==> src/rtl/soft_error_scan_ctrl.sv <==
// Soft-error detector scanner: synchronizes per-channel error flags, round-robin scans
// them, reports each hit as a handshaked record, then pulses the detector's re-arm reset.
module soft_error_scan_ctrl #(
  parameter int N_CH      = 4,
  parameter int CNT_W     = 16,
  parameter int REARM_CYC = 8
) (
  input  logic                      i_clk,
  input  logic                      i_rst,
  input  logic                      i_en,
  input  logic [N_CH-1:0]           i_err_a,
  input  logic [N_CH-1:0]           i_err_b,
  output logic [N_CH-1:0]           o_det_rst,
  output logic                      o_evt_valid,
  input  logic                      i_evt_ready,
  output logic [$clog2(N_CH)-1:0]   o_evt_ch,
  output logic [1:0]                o_evt_type,
  output logic [CNT_W-1:0]          o_evt_cnt,
  output logic                      o_busy,
  output logic                      o_overflow
);

  localparam int PTR_W = $clog2(N_CH);
  localparam int RC_W  = $clog2(REARM_CYC + 1);

  typedef enum logic [1:0] {IDLE, SCAN, REPORT, REARM} state_e;

  state_e             state_q, state_d;
  logic [PTR_W-1:0]   ptr_q, ptr_d;
  logic [RC_W-1:0]    rc_q, rc_d;
  logic [CNT_W-1:0]   cnt_q [N_CH];
  logic [CNT_W-1:0]   cnt_d [N_CH];
  logic [N_CH-1:0]    sa1_q, sa2_q, sb1_q, sb2_q;
  logic [PTR_W-1:0]   ev_ch_q, ev_ch_d;
  logic [1:0]         ev_type_q, ev_type_d;
  logic [CNT_W-1:0]   ev_cnt_q, ev_cnt_d;
  logic               ovf_q, ovf_d;

  logic               hit_a, hit_b;
  logic [CNT_W-1:0]   cur_cnt;
  logic [PTR_W-1:0]   ptr_next;

  assign hit_a    = sa2_q[ptr_q];
  assign hit_b    = sb2_q[ptr_q];
  assign cur_cnt  = cnt_q[ptr_q];
  assign ptr_next = (ptr_q == PTR_W'(N_CH - 1)) ? '0 : ptr_q + 1'b1;

  always_comb begin
    state_d   = state_q;
    ptr_d     = ptr_q;
    rc_d      = rc_q;
    cnt_d     = cnt_q;
    ev_ch_d   = ev_ch_q;
    ev_type_d = ev_type_q;
    ev_cnt_d  = ev_cnt_q;
    ovf_d     = ovf_q;
    case (state_q)
      IDLE: if (i_en) state_d = SCAN;
      SCAN: begin
        if (!i_en) begin
          state_d = IDLE;
        end else if (hit_a || hit_b) begin
          state_d   = REPORT;
          ev_ch_d   = ptr_q;
          ev_type_d = {hit_b, hit_a};
          if (&cur_cnt) begin
            ovf_d    = 1'b1;
            ev_cnt_d = cur_cnt;
          end else begin
            cnt_d[ptr_q] = cur_cnt + 1'b1;
            ev_cnt_d     = cur_cnt + 1'b1;
          end
        end else begin
          ptr_d = ptr_next;
        end
      end
      REPORT: begin
        if (i_evt_ready) begin
          state_d = REARM;
          rc_d    = '0;
        end
      end
      REARM: begin
        // Synchronized errors are not looked at here, so the re-armed channel is ignored.
        if (rc_q == RC_W'(REARM_CYC - 1)) begin
          ptr_d   = ptr_next;
          state_d = i_en ? SCAN : IDLE;
        end else begin
          rc_d = rc_q + 1'b1;
        end
      end
      default: state_d = IDLE;
    endcase
  end

  always_ff @(posedge i_clk or negedge i_rst) begin
    if (!i_rst) begin
      state_q   <= IDLE;
      ptr_q     <= '0;
      rc_q      <= '0;
      for (int unsigned i = 0; i < N_CH; i++) cnt_q[i] <= '0;
      sa1_q     <= '0;
      sa2_q     <= '0;
      sb1_q     <= '0;
      sb2_q     <= '0;
      ev_ch_q   <= '0;
      ev_type_q <= '0;
      ev_cnt_q  <= '0;
      ovf_q     <= 1'b0;
    end else begin
      state_q   <= state_d;
      ptr_q     <= ptr_d;
      rc_q      <= rc_d;
      cnt_q     <= cnt_d;
      sa1_q     <= i_err_a;
      sa2_q     <= sa1_q;
      sb1_q     <= i_err_b;
      sb2_q     <= sb1_q;
      ev_ch_q   <= ev_ch_d;
      ev_type_q <= ev_type_d;
      ev_cnt_q  <= ev_cnt_d;
      ovf_q     <= ovf_d;
    end
  end

  always_comb begin
    o_det_rst = '0;
    if (state_q == REARM) o_det_rst[ptr_q] = 1'b1;
  end

  assign o_evt_valid = (state_q == REPORT);
  assign o_busy      = (state_q != IDLE);
  assign o_evt_ch    = ev_ch_q;
  assign o_evt_type  = ev_type_q;
  assign o_evt_cnt   = ev_cnt_q;
  assign o_overflow  = ovf_q;

endmodule
==> config.mk <==
export PLATFORM = sky130hd
export DESIGN_NAME = soft_error_scan_ctrl
export DESIGN_NICKNAME = d
export VERILOG_FILES = /design/src/rtl/soft_error_scan_ctrl.sv
export SDC_FILE = /design/constraint.sdc
export NUM_CORES = 1
export LEC_CHECK = 0
export CAP_MARGIN = 20
export CORE_MARGIN = 2
export CORE_UTILIZATION = 45
export CTS_BUF_LIST = sky130_fd_sc_hd__clkbuf_4 sky130_fd_sc_hd__clkbuf_8
export CTS_CLUSTER_SIZE = 16
export DETAILED_ROUTE_END_ITERATION = 12
export GPL_ROUTABILITY_DRIVEN = 0
export PLACE_DENSITY = 0.67
export REMOVE_ABC_BUFFERS = 1
export SYNTH_ARGS = -nofsm -noshare
export SYNTH_HDL_FRONTEND = slang
export SYNTH_SLANG_ARGS = --single-unit
==> constraint.sdc <==
create_clock -name i_clk -period 3 [get_ports i_clk]
set_input_delay 0.6 -clock i_clk [delete_from_list [all_inputs] [get_ports i_clk]]
set_output_delay 0.6 -clock i_clk [all_outputs]
set_load 0.05 [all_outputs]
==> flow_summary.json <==
{
  "dieArea_um2": 11800,
  "grt_remaining_overflow": 0,
  "wire_per_inst_um": 17.2,
  "postCtsSetupBuffers": 0,
  "vias_per_cell": 5.40,
  "status": "completed",
  "die_y_um": 109,
  "crit_required_ns": 3.28,
  "hp-class": "primary input to async pin",
  "final.setup.tns_ns": 0,
  "drv_slew": 0,
  "end_kind": "flop",
  "netlist_instances": 386,
  "synth_cell_types": 38,
  "area_delta_synth_final_pct": 17.4,
  "core_um2": 10800,
  "clkLatencyLatePin_ns": 0.39,
  "dr.pass1.iters": 4,
  "synth-adder-area-share_pct": 1.52,
  "nFillCells": 876,
  "grtUsageTotal_pct": 18.6,
  "diodes": 0,
  "finClkSkew_ns": 0.00989,
  "synth-seq-cells": 109,
  "synth_compound_area_share_pct": 5.37,
  "dp.cells": 570,
  "fin_nets": 459,
  "criticalPathCategory": "flop to flop",
  "routed_wl_mm": 10.1,
  "worst_hold_slack_ns": 0.198,
  "clkSinkCount": 109,
  "first_global_vias": 3172,
  "peakVddDrop_mv": 0.382,
  "first_iter_violations": 187,
  "reg2reg_from": "ptr_q[1]$_DFFE_PN0P_",
  "die_w_um": 109,
  "max_freq_ghz": 0.359,
  "ant_nets": 0,
  "worst_setup_hold_path_clk_slew_ns": 0.11,
  "period_minus_slack_ns": 2.78,
  "synth_simple_gate_area_share_pct": 7.96,
  "slew-limit-headroom_pct": 61.4,
  "r2r_slack_ns": 0.22,
  "synth_warnings": 0,
  "port_buffers": 38,
  "cts_root_buffer": "clkbuf_8",
  "startpoint": "ptr_q[1]$_DFFE_PN0P_",
  "grt_pass1_wl_mm": 16.5,
  "start_util_pct": 45.7,
  "ios": 39,
  "p_leak_nw": 2.62,
  "grt_antenna_before_repair": 0,
  "power_density_nw_per_um2": 826,
  "h-tree-depth": 3,
  "ys_seq_area_share_pct": 55.2,
  "period_share_pct": 92.8,
  "post_cts_resized": 0,
  "cts_buffers": 9,
  "cp_max_fo": 12,
  "r2r-end": "cnt_q[23]$_DFFE_PN0P_",
  "synth_xor_xnor_area_share_pct": 3.37,
  "synth_top_family_by_area": "multiplexers",
  "finalHoldViolations": 0,
  "syn-cell-area_um2": 4940,
  "report.final.setup_viol": 0,
  "maxCapViolations": 0,
  "power_mw": 4.79,
  "clk_path_buf_depth": 2,
  "grt_max_degree": 50,
  "core.rowCount": 38,
  "worst_pin_slew_ns": 0.579,
  "cts_tree": "built",
  "cp.arrival_ns": 3.06,
  "num_vias": 3167,
  "rr_worst_depth": 7,
  "instances_no_fill": 586,
  "worst_setup_path_start_kind": "flop",
  "drc": 0,
  "syn_area_per_cell_um2": 12.8,
  "synth.area.mux_share_pct": 22.4,
  "drive_gt1_share_pct": 23.5,
  "dp_hpwl_mm": 7.30,
  "rsz0062_at_grt": "no",
  "hold_buffers": 0
}
[area by class of cell]
| type | count | area [um2] | area share (%) |
|---|---|---|---|
| clock buffers | 9 | 124 | 2.14 |
| clock inverters | 7 | 77.6 | 1.34 |
| inverters | 32 | 120 | 2.07 |
| multi-input cells | 231 | 2010 | 34.6 |
| flip-flops and latches | 109 | 2730 | 47.0 |
| well taps | 140 | 175 | 3.02 |
| repair buffers | 58 | 568 | 9.80 |
[worst max-delay path, stage by stage, from the launching register on]
cell and delay [ns]:
dfrtp_1 0.68, buf_4 0.29, mux4_2 0.29, nand2_1 0.23
nor4_4 0.52, a21oi_2 0.13, buf_4 0.20, mux2_1 0.32
[layer usage]
metal | vias to the layer above | wire length, um | track usage [%]
met5 | - | 0 | 0
met2 | 35 | 4790 | 28.6
met1 | 1636 | 4840 | 26.3
li1 | 1476 | - | -
met3 | 20 | 193 | 2.87
met4 | 0 | 261 | 7.88
[power by group]
part           internal [mW]  total [mW]  switching [mW]
Sequential              1.71        1.92           0.210
Clock                  0.335       0.897           0.562
Combinational          0.783        1.97            1.19
[worst max path at each step]
stage | to | cells after the start
floorplan | cnt_q[16]$_DFFE_PN0P_ | 8
global placement | cnt_q[52]$_DFFE_PN0P_ | 9
detailed placement | cnt_q[21]$_DFFE_PN0P_ | 9
CTS | cnt_q[21]$_DFFE_PN0P_ | 9
global route | cnt_q[33]$_DFFE_PN0P_ | 9
finish | cnt_q[23]$_DFFE_PN0P_ | 7
[synth_stat cells, drive strengths merged]
cell / instances / area share [%]
o211ai: 2 / 0.30
nand4: 6 / 0.76
xnor2: 12 / 2.1
mux2: 42 / 9.6
and2: 1 / 0.13
clkbuf: 6 / 0.46
nor3: 6 / 0.61
nor4: 6 / 1.1
o31ai: 1 / 0.15
inv: 32 / 2.4
buf: 8 / 1.2
or4: 1 / 0.15
mux4: 17 / 7.8
ha: 6 / 1.5
o21a: 1 / 0.15
o22ai: 2 / 0.25
a21o: 2 / 0.30
nor2: 19 / 1.5
xor2: 7 / 1.2
o21ai: 9 / 0.91
and3b: 1 / 0.18
nand2: 23 / 1.7
nand3b: 1 / 0.15
a31oi: 8 / 1.0
dfrtp: 109 / 55
nand2b: 1 / 0.13
or2: 1 / 0.13
nand3: 9 / 0.91
o22a: 2 / 0.35
a21oi: 16 / 1.9
and3: 4 / 0.51
mux2i: 25 / 5.1
[per-stage QoR]
step | area, um2 | util [%] | setup WS [ns]
2_1_floorplan | 4850 | - | -0.264
3_3_place_gp | 5600 | 51.9 | 0.333
3_5_place_dp | 5600 | 51.9 | 0.270
4_1_cts | 5800 | 53.7 | 0.254
5_1_grt | 5800 | 53.7 | 0.0902
6_report | 5800 | 53.7 | 0.216
[cell families (layout without fill, tap and decap cells)]
family	count (synthesis)	in the layout
compound gates	43	43
xor+xnor	19	19
fa+ha+maj	6	6
buf+inv	46	106
flops	109	109
mux	84	84
simple gates	79	79
[sequential cells by signal (all words and copies together), names as in the netlist, named ones only]
register    flops
o_evt_type      2
rc_q            4
o_evt_ch        2
sb1_q           4
ptr_q           2
state_q         1
o_overflow      1
o_evt_cnt      16
sa2_q           4
cnt_q          64
sb2_q           4
sa1_q           4
[placed cells by master (no fill, tap or decap), drive strengths merged, types with 2 or more instances in the layout]
| cell | instances |
|---|---|
| a21o | 2 |
| a21oi | 16 |
| a31oi | 8 |
| and3 | 4 |
| buf | 25 |
| clkbuf | 9 |
| clkdlybuf4s50 | 33 |
| dfrtp | 109 |
| ha | 6 |
| inv | 37 |
| mux2 | 42 |
| mux2i | 25 |
| mux4 | 17 |
| nand2 | 23 |
| nand3 | 9 |
| nand4 | 6 |
| nor2 | 19 |
| nor3 | 6 |
| nor4 | 6 |
| o211ai | 2 |
| o21ai | 9 |
| o22a | 2 |
| o22ai | 2 |
| xnor2 | 12 |
| xor2 | 7 |
(Power assumes the default switching activity.)
